==> config.mk <==
export PLATFORM = sky130hd
export DESIGN_NAME = seg_scan_display
export DESIGN_NICKNAME = d
export VERILOG_FILES = /design/src/rtl/seg_scan_display.sv
export SDC_FILE = /design/constraint.sdc
export NUM_CORES = 1
export LEC_CHECK = 0
export BUFFER_PORTS_ARGS = -buffer_cell sky130_fd_sc_hd__buf_2
export CORE_MARGIN = 2
export CORE_UTILIZATION = 48
export CTS_CLUSTER_SIZE = 28
export DETAILED_ROUTE_END_ITERATION = 8
export PLACE_DENSITY_LB_ADDON = 0.3
export SLEW_MARGIN = 40
export SYNTH_ARGS = -nofsm -noshare
export SYNTH_HDL_FRONTEND = slang
export SYNTH_SLANG_ARGS = --single-unit
==> constraint.sdc <==
create_clock -name ck -period 2.9 [get_ports ck]
set_clock_uncertainty 0.15 [all_clocks]
set_input_delay 0.29 -clock ck [delete_from_list [all_inputs] [get_ports ck]]
set_output_delay 0.29 -clock ck [all_outputs]
set_load 0.005 [all_outputs]
==> src/rtl/seg_scan_display.sv <==
// Multiplexed seven-segment scanner: per-digit dwell with leading blanking, hex decode with
// decimal point, per-digit enable and blink. All outputs are registered.
module seg_scan_display #(
    parameter int unsigned DIGITS       = 8,
    parameter int unsigned DIV          = 50000,
    parameter int unsigned BLANK        = 2000,
    parameter int unsigned BLINK_FRAMES = 64
) (
    input  logic                  ck,
    input  logic                  rst,
    input  logic [4*DIGITS-1:0]   digit_data,
    input  logic [DIGITS-1:0]     digit_en,
    input  logic [DIGITS-1:0]     dp,
    input  logic [DIGITS-1:0]     blink,
    output logic [7:0]            seg,
    output logic [DIGITS-1:0]     an,
    output logic                  frame_tick
);

    localparam int unsigned PW = $clog2(DIV);
    localparam int unsigned KW = (DIGITS > 1) ? $clog2(DIGITS) : 1;
    localparam int unsigned FW = (BLINK_FRAMES > 1) ? $clog2(BLINK_FRAMES) : 1;

    localparam logic [PW-1:0] PMAX      = PW'(DIV - 1);
    localparam logic [PW-1:0] PBLANK    = PW'(BLANK);
    localparam logic [PW-1:0] PBLANK_M1 = PW'(BLANK - 1);
    localparam logic [KW-1:0] KMAX      = KW'(DIGITS - 1);
    localparam logic [FW-1:0] FMAX      = FW'(BLINK_FRAMES - 1);

    function automatic logic [6:0] decode(input logic [3:0] nib);
        logic [6:0] s;
        case (nib)
            4'h0: s = 7'b100_0000;
            4'h1: s = 7'b111_1001;
            4'h2: s = 7'b010_0100;
            4'h3: s = 7'b011_0000;
            4'h4: s = 7'b001_1001;
            4'h5: s = 7'b001_0010;
            4'h6: s = 7'b000_0010;
            4'h7: s = 7'b111_1000;
            4'h8: s = 7'b000_0000;
            4'h9: s = 7'b001_0000;
            4'hA: s = 7'b000_1000;
            4'hB: s = 7'b000_0011;
            4'hC: s = 7'b100_0110;
            4'hD: s = 7'b010_0001;
            4'hE: s = 7'b000_0110;
            default: s = 7'b000_1110;
        endcase
        return s;
    endfunction

    logic [PW-1:0]     p_q, p_d;
    logic [KW-1:0]     k_q, k_d;
    logic [FW-1:0]     f_q, f_d;
    logic              phase_q, phase_d;
    logic [3:0]        cap_nib_q, cap_nib_d;
    logic              cap_en_q, cap_en_d;
    logic              cap_dp_q, cap_dp_d;
    logic              cap_blink_q, cap_blink_d;
    logic [7:0]        seg_q, seg_d;
    logic [DIGITS-1:0] an_q, an_d;
    logic              tick_q, tick_d;

    logic              slot_end, frame_wrap, lit;
    logic [DIGITS-1:0] sel;

    always_comb begin
        slot_end   = (p_q == PMAX);
        frame_wrap = slot_end && (k_q == KMAX);

        p_d = slot_end ? '0 : p_q + 1'b1;
        k_d = k_q;
        if (slot_end) k_d = (k_q == KMAX) ? '0 : k_q + 1'b1;

        f_d     = f_q;
        phase_d = phase_q;
        if (frame_wrap) begin
            f_d = (f_q == FMAX) ? '0 : f_q + 1'b1;
            if (f_q == FMAX) phase_d = ~phase_q;
        end

        // Sample the digit's inputs on the edge leaving the blanking window; held to slot end.
        cap_nib_d   = cap_nib_q;
        cap_en_d    = cap_en_q;
        cap_dp_d    = cap_dp_q;
        cap_blink_d = cap_blink_q;
        if (p_q == PBLANK_M1) begin
            cap_nib_d   = digit_data[{k_q, 2'b00} +: 4];
            cap_en_d    = digit_en[k_q];
            cap_dp_d    = dp[k_q];
            cap_blink_d = blink[k_q];
        end

        // Outputs are computed from next state so they change on the same edge as p/k.
        lit = (p_d >= PBLANK) && cap_en_d && !(cap_blink_d && phase_d);
        sel = '0;
        sel[k_d] = 1'b1;
        an_d   = lit ? ~sel : '1;
        seg_d  = lit ? {~cap_dp_d, decode(cap_nib_d)} : 8'hFF;
        tick_d = frame_wrap;
    end

    always_ff @(posedge ck) begin
        if (rst) begin
            p_q         <= '0;
            k_q         <= '0;
            f_q         <= '0;
            phase_q     <= 1'b0;
            cap_nib_q   <= '0;
            cap_en_q    <= 1'b0;
            cap_dp_q    <= 1'b0;
            cap_blink_q <= 1'b0;
            seg_q       <= 8'hFF;
            an_q        <= '1;
            tick_q      <= 1'b0;
        end else begin
            p_q         <= p_d;
            k_q         <= k_d;
            f_q         <= f_d;
            phase_q     <= phase_d;
            cap_nib_q   <= cap_nib_d;
            cap_en_q    <= cap_en_d;
            cap_dp_q    <= cap_dp_d;
            cap_blink_q <= cap_blink_d;
            seg_q       <= seg_d;
            an_q        <= an_d;
            tick_q      <= tick_d;
        end
    end

    assign seg        = seg_q;
    assign an         = an_q;
    assign frame_tick = tick_q;

endmodule

# --- After elaboration in Yosys (flattened, before gate mapping) ---
# Memory sizes are Yosys's and may differ from the RTL's. A register that Yosys moved wholly into a read port is not among the register bits.
# Index checks and enable logic that the tools add are counted.
word_totals:
  reg_bits: 50
  latchBits: 0
  ram_bits: 0
  rom_bits: 112
  inputBits: 58
  out_inout_bits: 17
  elab_cells: 53
  mem_count: 1
classes:
  add_sub_neg: 3
  multipliers: 0
  n_div: 0
  order_cmp: 4
  eq_ne: 4
  n_shift: 1
  mux: 18
  n_bitwise: 4
  reduce_logical: 7
mem_list:
  columns: ["memory", "words", "width", "read_ports", "rd_clocked_by_memory_dff", "write_ports", "line", "source"]
  rows:
  - ["(no name shown)", 16, 7, 1, 1, 0, "32", "case (nib)"]
op_table:
  columns: ["operator", "n"]
  rows:
  - ["$shiftx A32 B6 Y4", 1]
  - ["$add A16 B1 Y16 const B", 1]
  - ["$eq A16 B11 Y1 const B", 1]
  - ["$eq A16 B16 Y1 const B", 1]
  - ["$ge A16 B11 Y1 const B", 1]
  - ["$mux W16", 1]
  - ["$bmux W1 S3", 3]
  - ["$mux W1", 9]
  - ["$lt A3 B4 Y1 const B", 2]
  - ["$not A8 Y8", 1]
  - ["$add A6 B1 Y6 const B", 1]
  - ["$eq A6 B6 Y1 const B", 1]
  - ["$mux W3", 2]
  - ["$mux W6", 1]
  - ["$logic_and A1 B1 Y1", 5]
  - ["$mux W4", 1]
  - ["$add A3 B1 Y3 const B", 1]
  - ["$demux W1 S3", 1]
  - ["$eq A3 B3 Y1 const B", 1]
  - ["$ge A3 B1 Y1 const B", 1]
  - ["$not A1 Y1", 3]
  - ["$reduce_or A2 Y1", 1]
  - ["$logic_not A1 Y1", 1]

# --- Longest topological paths before layout ---
logic_depth:
  ltp_word: 8
  depth_mapped: 12
  ltp_nobuf: 11

# --- Least setup slack after synthesis ---
# Ideal clock, no wire load.
synth_timing:
  kind: "reg-to-reg"
  start: "reg p_q[0]"
  end: "reg seg_q[4] (netlist: seg[4])"
  setup_time_ps: 115
  t_arrival_ps: 2586
  required_time_ps: 2635
  slack_ps: 49
  path_stages_with_launch: 12
  n_path_buf: 1
  synth_period_minus_slack_ps: 2851
  cell_sequence: "dfxtp_1 > ha_1 > and3_1 > buf_4 > nand4_1 > nor2_1 > mux2i_1 > inv_1 > ha_1 > a21bo_2 > o211ai_1 > a21bo_2"
synth_via:
  word_cells_on_any_way: 16
  cone_classes: "1 x add/sub; 1 x order compare; 2 x eq/ne; 5 x mux; 1 x bitwise; 6 x reduce/logical"
synth_rtl:
  columns: ["element", "line", "source"]
  rows:
  - ["start, declared", "53", "logic [PW-1:0] p_q, p_d;"]
  - ["start signal, assigned", "118", "p_q <= p_d;"]
  - ["$eq A16 B11 Y1", "88", "if (p_q == PBLANK_M1) begin"]
  - ["$mux W4", "88", null]
  - ["named net cap_nib_d[0]", "57", "logic [3:0] cap_nib_q, cap_nib_d;"]
  - ["end, declared", "61", "logic [7:0] seg_q, seg_d;"]
# The timed path passes the listed nets, and every way through them passes these cells.
# A chain may end at the register's enable or synchronous reset.

# --- Worst setup path after layout ---
layout_timing:
  start: "reg p_q[0]"
  end: "reg seg_q[5] (netlist: seg[5])"
layout_via:
  elab_chain_cells: 8
  word_cells_on_any_way: 16
  cone_classes: "1 x add/sub; 1 x order compare; 2 x eq/ne; 5 x mux; 1 x bitwise; 6 x reduce/logical"
layout_rtl:
  columns: ["element"]
  rows:
  - ["parallel branches: the longest is 8 deep, another holds $add A16 B1 Y16"]
# Parallel ways; which one is timed is not known.

==> flow_summary.ini <==
[yosys]
yosysTopAreaCell = dfxtp_1
ys.flop_type = dfxtp_1
synth_area_leaders = dfxtp_1 35%, mux4_2 11%, nor2_1 5.0%
synth.distinct_cells = 56
synth_top_cell_area_share = 0.3512
yosysWarnings = 0
ys_seq_area_frac = 0.3512
syn_area_per_cell_um2 = 9.501
synth_common_cells = 50 x dfxtp_1, 38 x nor2_1, 21 x nand2_1, 21 x nand3_1, 14 x mux4_2
synth-edff-count = 0
synthesis.nets = 368
ys_ff_latch = 50
post-synth-top-count-cell = dfxtp_1
syn-instance-count = 300
syn_area_mm2 = 0.002850
postSynth.asyncResetShare = 0

[route]
viasPerCell = 5.556
avgRoutedWirePerCell_um = 14.34
drt_iter0_drc = 102
vias = 2500
drc = 0
dr.pass1.iters = 4
routed_wl_mm = 6.451
drtAntennaViolNets = 0

[cts]
cts_buffer_depth = 2
path_clk_slew_ns = 0.10
post-cts-setup-buffers = 0
cts-root-buf = clkbuf_8
cts_tree = yes
cts.sinks = 50
htreeDepth = 2
insertion_delay_ns = 0.31
numCtsBuffers = 5

[final_layout]
fillCellCount = 530
diodes = 0
stdcell_area_mm2 = 0.003416
final_layout_size_suffix_gt1_frac = 0.3333
area_delta_synth_final_pct = 19.84
multiInputGateArea_mm2 = 0.001725
num-nets-final = 442
ff_latch_area_mm2 = 0.001003

[global_routing]
overflow = 0
gr-usage-all-layers = 0.2005
grt_max_degree = 23
grt_pass1_wl_mm = 10.34
antenna_found_initial = 0
grt_pass1_vias = 2281

[critical_path]
cp.arrival_ns = 2.78
cp.required_ns = 2.98
startpoint_type = flop
critPathMaxFanout = 6
criticalPathCategory = reg -> reg
cp-end-kind = flop

[die]
die_h_um = 81.06
initial_core_util = 0.4901
ioPinCount = 75
die_w_um = 81.06
num_rows = 28
core_area_mm2 = 0.005816
dieArea_mm2 = 0.006571

[power_and_ir_drop]
leakagePower_nw = 1.318
power_w = 0.001267
power.density_mw_per_mm2 = 370.9
ir_drop_v = 0.0002099

[min_path]
holdCritPathClass = in -> reg

[timing]
maxSlewHeadroom = 0.6544
rsz0062_at_grt = no
period_minus_slack_ns = 2.703
fin_setup_tns_ns = 0
period_share = 0.9322
finalSetupViolCount = 0
slew_viol_final = 0
hold_viol_final = 0
max_freq_mhz = 369.9
worst_pin_slew_ns = 0.5136

[run]
drv_cap = 0

[placement]
globalplace.congestion = 0.8397
place_area_mm2 = 0.003297
portBuffers = 74
dpl.hpwl_mm = 4.941

[outcome]
outcome = finished, final reports clean
report_power, final:
| part | internal (W) | switching [W] | leakage (nW) |
|---|---|---|---|
| Sequential | 0.000689 | 0.00000353 | 0.405 |
| Clock | 0.000259 | 0.000238 | 0.0585 |
| Combinational | 0.0000466 | 0.0000299 | 0.854 |
| Total | 0.000995 | 0.000272 | 1.32 |
state kept, by name (all words and copies together), names as in the netlist:
name,flops
p_q,16
an,8
seg,8
f_q,6
cap_nib_q,4
k_q,3
cap_blink_q,1
cap_dp_q,1
cap_en_q,1
frame_tick,1
phase_q,1
repair_timing:
item / in CTS / in global routing
gates resized for setup: 0 / 4
setup endpoints to repair: 0 / 4
hold buffers: 0 / 0
cell type report:
type	instances	share of cell area
repair buffers	83	0.1319
clock inverters	3	0.01282
well taps	75	0.02747
inverters	8	0.008791
clock buffers	5	0.02015
multi-input cells	226	0.5051
flip-flops and latches	50	0.2938
worst max-delay path, cell delays in order (launching register included):
cell and delay, ns:
dfxtp_1 0.37, ha_1 0.23, and3_2 0.29, and4_1 0.28
nand2_1 0.15, nand2_1 0.13, o21a_1 0.23, ha_2 0.27
a21bo_2 0.24, a21boi_1 0.12, o221ai_1 0.17
worst paths after layout:
path | slack [ns] | end | cells after the start | startpoint
worst max-delay path | 0.20 | seg[5]$_SDFF_PP1_ | 10 | p_q[0]$_SDFF_PP0_
worst min-delay path | 0.24 | cap_dp_q$_SDFF_PP0_ | 2 | rst
worst max register to register | 0.20 | seg[5]$_SDFF_PP1_ | 10 | p_q[0]$_SDFF_PP0_
worst min register to register | 0.32 | p_q[0]$_SDFF_PP0_ | 1 | p_q[0]$_SDFF_PP0_
layer usage:
layer,wire length (um),global-route usage,part of all wire
met2,3151,0.3719,0.49
met5,0,0,0
met1,2787,0.2342,0.43
met3,466,0.04667,0.072
met4,45,0.04237,0.0070
placed cells by master, fill, tap and decap left out, types with 3 or more instances in the layout:
master	instances
buf_2	74
dfxtp_1	48
nor2_1	38
nand2_1	21
nand3_1	21
mux4_2	14
xnor2_1	13
a21oi_1	11
nor3_1	9
ha_1	9
buf_4	8
inv_1	7
mux2i_1	6
o21ai_0	6
xor2_1	6
nand3b_1	5
clkbuf_8	5
or3_1	4
o221ai_1	4
nand4_1	3
o21a_1	3
nand2b_1	3
mux2_2	3
and2_1	3
nor4_1	3
a22o_1	3
o22ai_1	3
per-stage QoR:
step | hold slack [ns] | utilization | std cells | setup WS (ns)
floorplan | 0.2434 | - | 300 | 0.04881
global placement | 0.2950 | 0.5669 | 442 | 0.2494
detailed placement | 0.3143 | 0.5669 | 442 | 0.1196
CTS | 0.2288 | 0.5863 | 450 | 0.1002
global route | 0.2573 | 0.5873 | 450 | 0.01190
finish | 0.2365 | 0.5873 | 450 | 0.1965
logic make-up after synthesis:
group,synth area share
AO/OA/AOI/OAI,0.1256
XOR/XNOR,0.05838
adder cells (fa/ha/maj),0.04390
buffers and inverters,0.04477
flip-flops,0.3512
multiplexers,0.1435
AND/OR/NAND/NOR,0.2327
No activity file was read; power rests on OpenSTA's default activity.
